File: config.mk
export PLATFORM = sky130hd
export DESIGN_NAME = nest_counter_rt
export DESIGN_NICKNAME = d
export VERILOG_FILES = /design/src/rtl/nest_counter_rt_pkg.sv /design/src/rtl/nest_counter_rt_level.sv /design/src/rtl/nest_counter_rt.sv
export SDC_FILE = /design/constraint.sdc
export NUM_CORES = 1
export LEC_CHECK = 0
export BUFFER_PORTS_ARGS = -buffer_cell sky130_fd_sc_hd__buf_2
export CAP_MARGIN = 20
export CORE_ASPECT_RATIO = 1.75
export CORE_MARGIN = 2
export CORE_UTILIZATION = 50
export DETAILED_ROUTE_END_ITERATION = 7
export PLACE_DENSITY = 0.82
export REMOVE_ABC_BUFFERS = 1
export SYNTH_ARGS = -nofsm -noshare
export SYNTH_HDL_FRONTEND = slang
export SYNTH_HIERARCHICAL = 1
export SYNTH_SLANG_ARGS = --single-unit
File: constraint.sdc
create_clock -name clk -period 10.9 [get_ports clk]
set_clock_uncertainty 0.1 [all_clocks]
set_input_delay 0.545 -clock clk [delete_from_list [all_inputs] [get_ports clk]]
set_output_delay 0.545 -clock clk [all_outputs]
set_load 0.1 [all_outputs]
File: src/rtl/nest_counter_rt_pkg.sv
// ============================================================================
// nest_counter_rt_pkg : shared state encoding for the nested loop counter
// Revision 1.0
// ============================================================================
`default_nettype none

package nest_counter_rt_pkg;

  typedef enum logic [0:0] {
    ST_IDLE = 1'b0,
    ST_RUN  = 1'b1
  } state_e;

endpackage

`default_nettype wire

File: src/rtl/nest_counter_rt_level.sv
// ============================================================================
// nest_counter_level : one runtime-bounded level of the nested loop counter
// Revision 1.0
// ============================================================================
`default_nettype none

module nest_counter_level #(
  parameter int CW = 16
) (
  input  logic          clk,
  input  logic          rst,
  input  logic          clr,
  input  logic          step_in,
  input  logic [CW-1:0] bound,
  output logic [CW-1:0] cnt,
  output logic          at_max,
  output logic          step_out
);

  logic [CW-1:0] cnt_q, cnt_d;

  assign at_max   = (cnt_q == bound - CW'(1));
  assign step_out = step_in && at_max;
  assign cnt      = cnt_q;

  always_comb begin
    cnt_d = cnt_q;
    if (clr) begin
      cnt_d = '0;
    end else if (step_in) begin
      cnt_d = at_max ? '0 : cnt_q + CW'(1);
    end
  end

  always_ff @(posedge clk or posedge rst) begin
    if (rst) begin
      cnt_q <= '0;
    end else begin
      cnt_q <= cnt_d;
    end
  end

endmodule

`default_nettype wire

File: src/rtl/nest_counter_rt.sv
// ============================================================================
// nest_counter_rt : N-level nested loop counter with runtime bounds, emitting
//                   one index tuple per valid/ready handshake. Revision 1.0
// ============================================================================
`default_nettype none

module nest_counter_rt
  import nest_counter_rt_pkg::*;
#(
  parameter int CW   = 16,
  parameter int NEST = 4
) (
  input  logic               clk,
  input  logic               rst,
  input  logic               start,
  input  logic               abort,
  input  logic [NEST*CW-1:0] bound,
  output logic               out_valid,
  input  logic               out_ready,
  output logic [NEST*CW-1:0] cnt,
  output logic [NEST-1:0]    last_vec,
  output logic               busy,
  output logic               done
);

  state_e             state_q, state_d;
  logic [NEST*CW-1:0] bound_q, bound_d;
  logic               out_valid_q, out_valid_d;
  logic               done_q, done_d;

  logic [NEST:0]      step;
  logic [NEST-1:0]    at_max;
  logic               clr;
  logic               any_zero;
  logic               final_xfer;

  // abort outranks a same-cycle handshake, so it also blocks the carry chain
  assign step[0]    = out_valid_q && out_ready && !abort;
  assign final_xfer = step[NEST];
  assign clr        = (state_q == ST_RUN) && abort;

  generate
    for (genvar k = 0; k < NEST; k++) begin : g_level
      nest_counter_level #(
        .CW (CW)
      ) u_level (
        .clk      (clk),
        .rst      (rst),
        .clr      (clr),
        .step_in  (step[k]),
        .bound    (bound_q[k*CW +: CW]),
        .cnt      (cnt[k*CW +: CW]),
        .at_max   (at_max[k]),
        .step_out (step[k+1])
      );
    end
  endgenerate

  always_comb begin
    any_zero = 1'b0;
    for (int k = 0; k < NEST; k++) begin
      if (bound[k*CW +: CW] == '0) begin
        any_zero = 1'b1;
      end
    end
  end

  always_comb begin
    last_vec[0] = out_valid_q && at_max[0];
    for (int k = 1; k < NEST; k++) begin
      last_vec[k] = last_vec[k-1] && at_max[k];
    end
  end

  always_comb begin
    state_d     = state_q;
    bound_d     = bound_q;
    out_valid_d = out_valid_q;
    done_d      = 1'b0;
    case (state_q)
      ST_IDLE: begin
        if (start && !abort) begin
          bound_d = bound;
          if (any_zero) begin
            done_d = 1'b1;
          end else begin
            state_d     = ST_RUN;
            out_valid_d = 1'b1;
          end
        end
      end
      ST_RUN: begin
        if (abort) begin
          state_d     = ST_IDLE;
          out_valid_d = 1'b0;
        end else if (final_xfer) begin
          state_d     = ST_IDLE;
          out_valid_d = 1'b0;
          done_d      = 1'b1;
        end
      end
      default: begin
        state_d     = ST_IDLE;
        out_valid_d = 1'b0;
      end
    endcase
  end

  always_ff @(posedge clk or posedge rst) begin
    if (rst) begin
      state_q     <= ST_IDLE;
      bound_q     <= '0;
      out_valid_q <= 1'b0;
      done_q      <= 1'b0;
    end else begin
      state_q     <= state_d;
      bound_q     <= bound_d;
      out_valid_q <= out_valid_d;
      done_q      <= done_d;
    end
  end

  assign out_valid = out_valid_q;
  assign busy      = (state_q == ST_RUN);
  assign done      = done_q;

endmodule

`default_nettype wire
Yosys cells after proc, flatten, opt, wreduce, memory -nomap -nowiden --
Index checks and enable logic that the tools add are counted.
Word-level totals: bits in registers 131, input bits 69
Cells by class: add/sub/neg operators 8, equality and inequality tests 7, muxes and demuxes 31, bitwise gates (word level) 1, reduce and logical (&&, ||, !) cells 23
Operators by type and width (number):
- 16-bit 2-to-1 mux | 12
- 16-bit by 1-bit adder with 16-bit output, second input constant | 4
- 16-bit equality test | 4
- 16-bit zero test | 4
- 16-bit by 1-bit subtractor with 16-bit output, second input constant | 4
- 1-bit 2-to-1 mux | 16
- 1-bit logical AND | 12
- 2-bit nonzero test | 4
- 1-bit one-hot mux with 2 select lines | 3
- 2-bit inequality test, second input constant | 2
- 3-bit by 2-bit inequality test with 1-bit output, second input constant | 1
- 3-bit AND reduction | 1
- 2-bit AND reduction | 1
- 1-bit zero test | 1
- 1-bit inverter | 1

Depth between registers and ports, before layout --
Gate-level depths: netlist of the first run.
depth after elaboration 9, gate-level depth with buffers 16, mapped depth without buffers 15

Cells and area by module --
The synthesis of the first run kept the hierarchy.
By module, submodules not included:
- nest_counter_level (g_level[1].u_level ...) | times used 2, cells each 179, area an instance 1570.3 um2, seq. area each 400.4 um2
- nest_counter_rt | times used 1, cells each 175, area an instance 2825.2 um2, seq. area each 1676.6 um2
- nest_counter_level (g_level[3].u_level) | times used 1, cells each 197, area an instance 1717.9 um2, seq. area each 400.4 um2
- nest_counter_level (g_level[0].u_level) | times used 1, cells each 223, area an instance 1694.1 um2, seq. area each 400.4 um2

Least setup slack after synthesis of the first run --
Ideal clock, no wire load.
path kind reg2out, start point reg g_level[1].u_level.cnt_q[13], end point out last_vec[3], arrival time 4.314 ns, data required time 10.255 ns, setup slack 5.941 ns, cell stages (with the launch flop) 9, path buffers 0, cell sequence dfrtp_1 > xnor2_1 > or3_1 > a2111o_1 > a221oi_4 > nand2_1 > nor2_1 > and3_1 > and3_1
On the way: cells in the longest elaborated chain, start to end 4
RTL lines:
- from (decl) | RTL line nest_counter_rt_level.sv:20 | logic [CW-1:0] cnt_q, cnt_d;
- from (signal assigned) | RTL line nest_counter_rt_level.sv:39 | cnt_q <= cnt_d;
- 16-bit equality test | RTL line nest_counter_rt_level.sv:22 | assign at_max = (cnt_q == bound - CW'(1));
- net at_max[1] | RTL line nest_counter_rt.sv:32 | logic [NEST-1:0] at_max;
- 1-bit logical AND | RTL line nest_counter_rt.sv:71 | last_vec[k] = last_vec[k-1] && at_max[k];
- net last_vec[1] | RTL line nest_counter_rt.sv:21 | output logic [NEST-1:0] last_vec,
- 1-bit logical AND (2 in series) | RTL line nest_counter_rt.sv:71
- to (decl) | RTL line nest_counter_rt.sv:21
The timed path passes the listed nets, and every way through them passes these cells.

Final worst setup path of the first run --
start point reg bound_q[7], end point reg g_level[3].u_level.cnt_q[3]
On the way: cells in the longest elaborated chain, start to end 6
RTL lines:
- from (decl) | RTL line nest_counter_rt.sv:27 | logic [NEST*CW-1:0] bound_q, bound_d;
- from (signal assigned) | RTL line nest_counter_rt.sv:117 | bound_q <= bound_d;
- 16-bit by 1-bit subtractor with 16-bit output | RTL line nest_counter_rt_level.sv:22
- 16-bit equality test | RTL line nest_counter_rt_level.sv:22
- net at_max[0] | RTL line nest_counter_rt.sv:32
- 1-bit logical AND | RTL line nest_counter_rt_level.sv:23 | assign step_out = step_in && at_max;
- net step[1] | RTL line nest_counter_rt.sv:31 | logic [NEST:0] step;
- 1-bit logical AND | RTL line nest_counter_rt_level.sv:23
- net step[2] | RTL line nest_counter_rt.sv:31
- 1-bit logical AND | RTL line nest_counter_rt_level.sv:23
- net step[3] | RTL line nest_counter_rt.sv:31
- 2-bit nonzero test (no line)
- to (signal assigned) | RTL line nest_counter_rt_level.sv:39
- to (decl) | RTL line nest_counter_rt_level.sv:20
The timed path passes the listed nets, and every way through them passes these cells. A chain may end at the register's enable or synchronous reset.

==> metrics.txt, run 1 <==
Min-Delay Path Class=input port to flop; maximum clock rate=0.221 GHz; Post CTS Setup Buffer Count=0; CP Capture Type=flop; CTS clk-pin slew, worst paths=60 ps; relative slew slack=30.9%; Nets=1,138; Crit Path Max Fanout=14; PortBufs=139; dpl hpwl=18.7 mm; # fillers=1,628; commonest non-fill, non-tap cell in the layout=buf_2; crit path time final=4520 ps; vias in the first global route=8,168; Detailed Route WL=25.3 mm; GPL Wtd Cong=0.914; CTS Root Cell=clkbuf_16; layout cells sized above 1=28.3%; cell repeated most along the worst path=and2_1; worst path cell trace=nor4_1 > nand4_1 > nor3b_1 > o31ai_1 > nand2_1 > nor4b_1 > and2_1 > and2_1 > and2_1 > nor2_1 > and2_1 > a31oi_4 > o31ai_1; gate count of the mapped netlist=953; Die Span X=108 µm; Tot Pwr=0.00165 W; synth unique cells=77; post-DR wirelength/cell=19.3 µm; EDFF count, synth=0; PwrDens=155 nW/µm²; unrepaired setup endpoints after global routing=no; initial antenna violation count=0; area of the multi-input gates=5630 µm²; Worst EP required=11,090 ps; Top delay family on crit path=simple AND/OR/NAND/NOR gates; register area share after synthesis=35.0%; core area=18,500 µm²; placed cell areas=10,000 µm²; CTS tree=done; IO Pins=140; leading area contributor after synthesis=dfrtp_1; Die H=185 µm; TNS Setup=0 ps; YS warnings=6; Post-CTS Hold Buffers=1; row cnt=66; status=finished clean; detailed router's first-iteration violation count=362; CP max-delay cell=nor4_1; Worst-Margin Slew=1030 ps; Primary FF master, synth=dfrtp_1; diodes inserted=0; drt drc=0; Final setup viols=0; # H-tree levels=4; clk sinks=131; worst path bufs/invs=0; worst skew pair latency=420 ps; clk buf depth=2; mapped cell area=9380 µm²; Fin Hold WS=250 ps; GRT overflow=0; commonest non-fill, non-tap cells in the layout=buf_2, dfrtp_1, nand2_1, nand3_1, nor2_1; VDD IR-drop max=0.000132 V; cell area after layout=10,600 µm²; Reg area=3280 µm²; leak pwr=4.45 nW; die footprint=19,900 µm²; Syn Area/Cell=9.84 µm²; Setup CP Type=flop to flop; maximum number of pins on one net before global-route repair=66; post-route ant nets=0; Final Core Density=57.3%; final period utilization=41.5%; ys async rst share=100%; Via density=6.21; Num CTS Buffers=17; max-slew violations=0; crit-path max cell delay=620 ps; via count=8,148; post-CTS sizing=0; final hold vios=0; CP arrival=4710 ps; initial core utilization=50.7%; Seq cells post-synth=131; first-pass GRT wire length=40.5 mm; Pre-antenna DRT Iters=5; Layout area overhead=13.1%; Synth area leaders=dfrtp_1, mux2_4, mux2_2, xnor2_1, nand3_1; max_cap viols=0; all-layer global routing usage=25.8%; Yosys top cell area share=35.0%; Critical Path Source Type=flop
kinds of logic (layout without fill, tap and decap cells):
family,after synthesis,in the layout,share of synthesized area (%)
AO/OA/AOI/OAI,184,184,18.2
XOR/XNOR,72,72,6.72
adder cells (fa/ha/maj),8,8,1.07
buffers and inverters,84,205,5.11
flip-flops,131,131,35.0
multiplexers,67,67,9.18
AND/OR/NAND/NOR,407,407,24.7
sequential cells by signal, indices dropped and copies added, names as in the netlist:
register	count
busy	1
out_valid	1
done	1
bound_q	64
g_level.u_level/cnt	64
worst paths after layout:
path,from,to,slack [ps],depth (start not counted)
worst max-delay path,bound_q[7]$_DFFE_PP0P_,g_level[3].u_level/cnt[3]$_DFFE_PP0P_,6380,13
worst max register to register,bound_q[7]$_DFFE_PP0P_,g_level[3].u_level/cnt[3]$_DFFE_PP0P_,6380,13
max in group asynchronous,rst,bound_q[61]$_DFFE_PP0P_,9190,4
worst min-delay path,abort,busy$_DFF_PP0_,250,2
worst min register to register,bound_q[31]$_DFFE_PP0P_,bound_q[31]$_DFFE_PP0P_,440,1
min in group asynchronous,rst,busy$_DFF_PP0_,490,3
cells in the mapped netlist (19+ instances only):
master,count
nor3_1,21
o21ai_0,19
mux2_2,36
nor4_1,27
and2_1,19
xor2_1,30
nand2_1,69
xnor2_1,42
clkbuf_1,30
nor2_1,46
nand3_1,58
nand2b_1,28
dfrtp_1,131
inv_1,30
mux2_4,29
and3_1,20
nand4_1,19
metal layers:
metal	vias up	global-route usage, %	wire (µm)
met4	0	15.0	1200
li1	3795	-	-
met5	-	0	0
met3	81	4.01	1140
met1	3986	29.1	9720
met2	286	45.3	13300
power by group:
part / internal, W / switching [W]
clock: 0.000340 / 0.000217
combinational: 0.000190 / 0.000246
sequential: 0.000545 / 0.000107
total: 0.00108 / 0.000570
per-stage QoR:
step                instances  setup WS (ps)
CTS                      1312           6430
finish                   1312           6380
global route             1312           5940
global placement         1279           6570
detailed placement       1279           6440
floorplan                 900           5940
area by class of cell:
type	count	area share (%)
multi-input combinational	738	53.1
sequential	131	30.9
clock inverter	11	1.05
clock buffer	21	4.25
tap	238	2.81
inverter	31	1.10
timing repair buffer	142	6.80
(Power assumes the default switching activity.)
==> inputs of run 2 (changes only) <==
- PLACE_DENSITY: 0.82 -> 0.85
- clock period: 10.9 -> 4 ns (I/O delays scaled with it)
==> run 2 against run 1 <==
Net effect:
- setup slack got worse by 6300 ps
- clock power grew to 2.7 times the previous value
- largest power group unchanged
- critical path type is now flop to output pin
- flip-flop and latch count unchanged
- hold slack better by 130 ps
==> metrics.txt, run 2 (synthesis results as in run 1) <==
Die Span X=108 µm; initial antenna violation count=0; Nets=1,224; Net Sw Power=0.00166 W; vias in the first global route=8,638; diodes inserted=0; GPL Wtd Cong=0.917; CP max-delay cell=or4_4; status=finished clean; core area=18,500 µm²; Reg2Reg Depth=12; CTS tree=done; Crit Path Max Fanout=10; post-route ant nets=0; Worst EP required=3700 ps; Min-Delay Path Class=input port to asynchronous set/reset pin; cell area after layout=11,400 µm²; PortBufs=139; Final setup viols=0; post-route insts no fill=1,398; CP arrival=3620 ps; via count=8,676; clk buf depth=2; all-layer global routing usage=27.1%; Post CTS Setup Buffer Count=0; cell repeated most along the worst path=or4_4; Die H=185 µm; CTS clk-pin slew, worst paths=60 ps; commonest non-fill, non-tap cells in the layout=buf_2, dfrtp_1, nand2_1, dlygate4sd3_1, nand3_1; post-DR wirelength/cell=19.1 µm; crit path time final=3920 ps; CP Capture Type=output pin; Switching Share=36.3%; Setup CP Type=flop to output pin; Fin Hold WS=378 ps; Detailed Route WL=26.7 mm; layout cells sized above 1=28.7%; worst path cell trace=or4_4 > or3_4 > or4_4 > a221oi_2 > nand2_1 > nor2_2 > and3_1 > buf_6; relative slew slack=39.0%; Via density=6.21; CP endpoint=last_vec[3]; crit-path max cell delay=640 ps; die footprint=19,900 µm²; worst skew pair latency=430 ps; CTS Root Cell=clkbuf_16; maximum number of pins on one net before global-route repair=44; Tot Pwr=0.00456 W; unrepaired setup endpoints after global routing=no; reg2reg start=bound_q[19]$_DFFE_PP0P_; Layout area overhead=21.9%; cell-internal power=0.00290 W; clock network fraction of design power=32.6%; Flop pwr share=38.9%; detailed router's first-iteration violation count=448; maximum clock rate=0.255 GHz; FF-to-FF End=g_level[3].u_level/cnt[15]$_DFFE_PP0P_; Num CTS Buffers=17; GRT overflow=0; Worst-Margin Slew=913 ps; # H-tree levels=4; Final Core Density=61.8%; clk sinks=131; max_cap viols=0; PwrDens=399 nW/µm²; dpl hpwl=18.8 mm; drt drc=0; Gate power share=28.5%; leak pwr=4.80 nW; Reg2Reg Setup Slack=330 ps; post-placement cell count=1,300; max-slew violations=0; VDD IR-drop max=0.000451 V; row cnt=66; commonest non-fill, non-tap cell in the layout=buf_2; initial core utilization=50.7%; Pre-antenna DRT Iters=5; first-pass GRT wire length=43.2 mm; Critical Path Source Type=flop; CP Launch Point=bound_q[51]$_DFFE_PP0P_; IO Pins=140; placed cell areas=10,200 µm²; final hold vios=0; final period utilization=98.1%
run 2: cell types whose count changed in the layout (fill, tap and decap cells not counted), sizes merged:
cell | before | now
bufinv | 2 | 0
inv | 31 | 34
dlygate4sd3 | 1 | 66
buf | 141 | 162
clkbuf | 21 | 19
clkinvlp | 1 | 6
clkinv | 8 | 4
run 2: area by class of cell:
type / count / area, µm²
clock buffers: 19 / 453
clock inverters: 13 / 103
well taps: 238 / 298
multi-input cells: 738 / 5650
repair buffers: 228 / 1540
inverters: 31 / 116
fillers: 1510 / 7060
flip-flops and latches: 131 / 3280
run 2: worst min path at each step:
stage,slack (ps),start,end,cells after the start
floorplan,10,rst,g_level[0].u_level/cnt[0]$_DFFE_PP0P_,1
global placement,280,rst,g_level[3].u_level/cnt[0]$_DFFE_PP0P_,2
detailed placement,290,rst,g_level[3].u_level/cnt[0]$_DFFE_PP0P_,2
CTS,380,rst,g_level[3].u_level/cnt[1]$_DFFE_PP0P_,3
global route,430,rst,g_level[3].u_level/cnt[1]$_DFFE_PP0P_,3
finish,380,rst,g_level[2].u_level/cnt[15]$_DFFE_PP0P_,3
run 2: power by group through the flow:
stage	Combinational, W	Sequential, W	Clock (W)
after floorplan	0.000801	0.00185	0
after global placement	0.00117	0.00177	0
after detailed placement	0.00121	0.00178	0
after CTS	0.00127	0.00176	0.00149
after global routing	0.00139	0.00181	0.00155
final	0.00130	0.00177	0.00149
run 2: critical path: cells and delay by family, from the launching register on:
kind,cells,cell delay (ps)
and+or+nand+nor,6,2150
DFF,1,480
AOI/OAI and AO/OA,1,330
buffers and inverters,1,230
run 2: metrics by stage:
stage                     setup TNS, ps  worst slack, ps
final                                 0             77.1
after CTS                             0             6.69
after floorplan                   -1280             -614
after global placement                0              358
after detailed placement              0              247
after global routing                  0             9.61
run 2: timing repair:
item | 4_1_cts | 5_1_grt
endpoints found under the setup margin | 1 | 22
hold endpoints to repair | 171 | 0
resized for setup | 1 | 9
hold buffers | 66 | 0
run 2: routing by layer:
layer / track usage, % / up-vias / wire length (µm) / part of all wire, %
li1: - / 3963 / - / -
met1: 30.8 / 4224 / 9970 / 37
met2: 47.1 / 384 / 13900 / 52
met3: 4.19 / 105 / 1450 / 5.4
met4: 16.5 / 0 / 1420 / 5.3
met5: 0 / - / 0 / 0
==> inputs of run 3 (changes only) <==
- PLACE_DENSITY: 0.85 -> default
- PLACE_DENSITY_LB_ADDON: default -> 0.1
- SKIP_LAST_GASP: default -> 1
==> run 3 against run 2 <==
Net effect:
- design area barely moved
- sequential share of layout area is essentially flat
- flip-flop and latch count did not move
- first-iteration DRC count shrank 21%
- routed wire length decreased by 3.5%
- hold slack worse by 15 ps
- die area unchanged
- non-clock buffer count did not move
- highest routed layer unchanged
==> metrics.txt, run 3 (synthesis results as in run 1) <==
status=finished clean; GPL Wtd Cong=0.840; layout cells sized above 1=28.3%; leak pwr=4.82 nW; initial core utilization=50.7%; CP Capture Type=output pin; Critical Path Source Type=flop; Setup CP Type=flop to output pin; core area=18,500 µm²; max_cap viols=0; Layout area overhead=22.0%; die footprint=19,900 µm²; GRT overflow=0; Worst EP required=3700 ps; first-pass GRT wire length=41.7 mm; Nets=1,224; Detailed Route WL=25.8 mm; CP max-delay cell=or4_1; IO Pins=140; Switching Share=34.2%; dpl hpwl=18.3 mm; Min-Delay Path Class=input port to asynchronous set/reset pin; drt drc=0; post-route insts no fill=1,399; max-slew violations=0; CTS tree=done; Final setup viols=0; Flop pwr share=38.5%; CTS clk-pin slew, worst paths=60 ps; PortBufs=139; met2 usage=46.8%; worst path cell trace=or4_1 > or3_1 > o31a_1 > a2bb2oi_2 > o2111ai_1 > nor2_1 > and3_1 > buf_2; worst slack, placed=113 ps; commonest non-fill, non-tap cell in the layout=buf_2; PwrDens=398 nW/µm²; clk sinks=131; CTS Root Cell=clkbuf_16; final period utilization=95.3%; initial antenna violation count=1; detailed router's first-iteration violation count=354; Pre-antenna DRT Iters=4; Die Span X=108 µm; Die H=185 µm; met3 usage=3.41%; VDD IR-drop max=0.000339 V; GRT busiest layer=met2; # H-tree levels=4; Via density=5.95; post-route ant nets=0; commonest non-fill, non-tap cells in the layout=buf_2, dfrtp_1, nand2_1, dlygate4sd3_1, nand3_1; Gate power share=28.2%; Net Sw Power=0.00156 W; grt met1 use=30.6%; Tot Pwr=0.00455 W; maximum clock rate=0.262 GHz; final hold vios=0; maximum number of pins on one net before global-route repair=42; post-placement cell count=1,300; relative slew slack=43.5%; unrepaired setup endpoints after global routing=yes; Num CTS Buffers=17; final setup margin=189 ps; post-DR wirelength/cell=18.5 µm; cell-internal power=0.00299 W; Crit Path Max Fanout=10; crit path time final=3810 ps; row cnt=66; clk buf depth=2; Worst-Margin Slew=847 ps; worst skew pair latency=420 ps; via count=8,320; clock network fraction of design power=33.2%; crit-path max cell delay=620 ps; CP arrival=3510 ps; vias in the first global route=8,362; all-layer global routing usage=26.3%
[run 3: changes by cell type in the layout (fill, tap and decap cells not counted), sizes merged]
cell,delta
bufinv,+1
clkbuf,+5
clkinvlp,-3
diode,+1
inv,-3
[run 3: final cells by class]
| cell class | instances | area [µm²] |
|---|---|---|
| clock inverters | 8 | 76.3 |
| multi-input cells | 738 | 5640 |
| fillers | 1620 | 7050 |
| flip-flops and latches | 131 | 3280 |
| repair buffers | 228 | 1540 |
| clock buffers | 24 | 492 |
| well taps | 238 | 298 |
| diodes | 1 | 2.50 |
| inverters | 31 | 116 |
[run 3: worst max-delay path, delay by kind of cell (launching register included)]
kind / cells / cell delay, ps
simple gates: 4 / 1460
compound gates: 3 / 720
flops: 1 / 460
buf+inv: 1 / 440
[run 3: worst paths after layout]
check / start / cells after the start / to / slack (ps)
setup / recovery: bound_q[19]$_DFFE_PP0P_ / 8 / last_vec[1] / 190
hold / removal: rst / 3 / g_level[2].u_level/cnt[15]$_DFFE_PP0P_ / 360
setup reg to reg: bound_q[19]$_DFFE_PP0P_ / 11 / g_level[3].u_level/cnt[10]$_DFFE_PP0P_ / 280
hold reg to reg: bound_q[47]$_DFFE_PP0P_ / 1 / bound_q[47]$_DFFE_PP0P_ / 430
max in group asynchronous: rst / 4 / bound_q[33]$_DFFE_PP0P_ / 2470
min in group clk: out_ready / 3 / g_level[0].u_level/cnt[9]$_DFFE_PP0P_ / 410
[run 3: metal layers]
layer  share of wire [%]  vias to the layer above
met3                 3.2                       70
met5                   0                        -
met4                 4.0                        0
met2                  53                      210
met1                  40                     4066
li1                    -                     3974
[run 3: timing repair]
action | CTS | global route
endpoints found under the hold margin | 169 | 0
setup buffers | 0 | 0
hold buffers | 66 | 0
endpoints found under the setup margin | 2 | 7
pin swaps | 0 | 1
resized for setup | 2 | 6
[run 3: metrics by stage]
step	instance area (µm²)	setup TNS, ps	hold slack [ps]	util, %
2_1_floorplan	9010	-1280	13.7	-
3_3_place_gp	10200	0	285	55.1
3_5_place_dp	10200	0	276	55.1
4_1_cts	11400	0	381	61.7
5_1_grt	11400	-0.417	406	61.9
6_report	11400	0	364	61.9
[run 3: power groups by stage]
stage | registers, W | clock network (W) | logic, W
after detailed placement | 0.00177 | 0 | 0.00122
after global placement | 0.00177 | 0 | 0.00120
after global routing | 0.00179 | 0.00159 | 0.00140
final | 0.00175 | 0.00151 | 0.00129
after CTS | 0.00175 | 0.00154 | 0.00128
after floorplan | 0.00185 | 0 | 0.000801
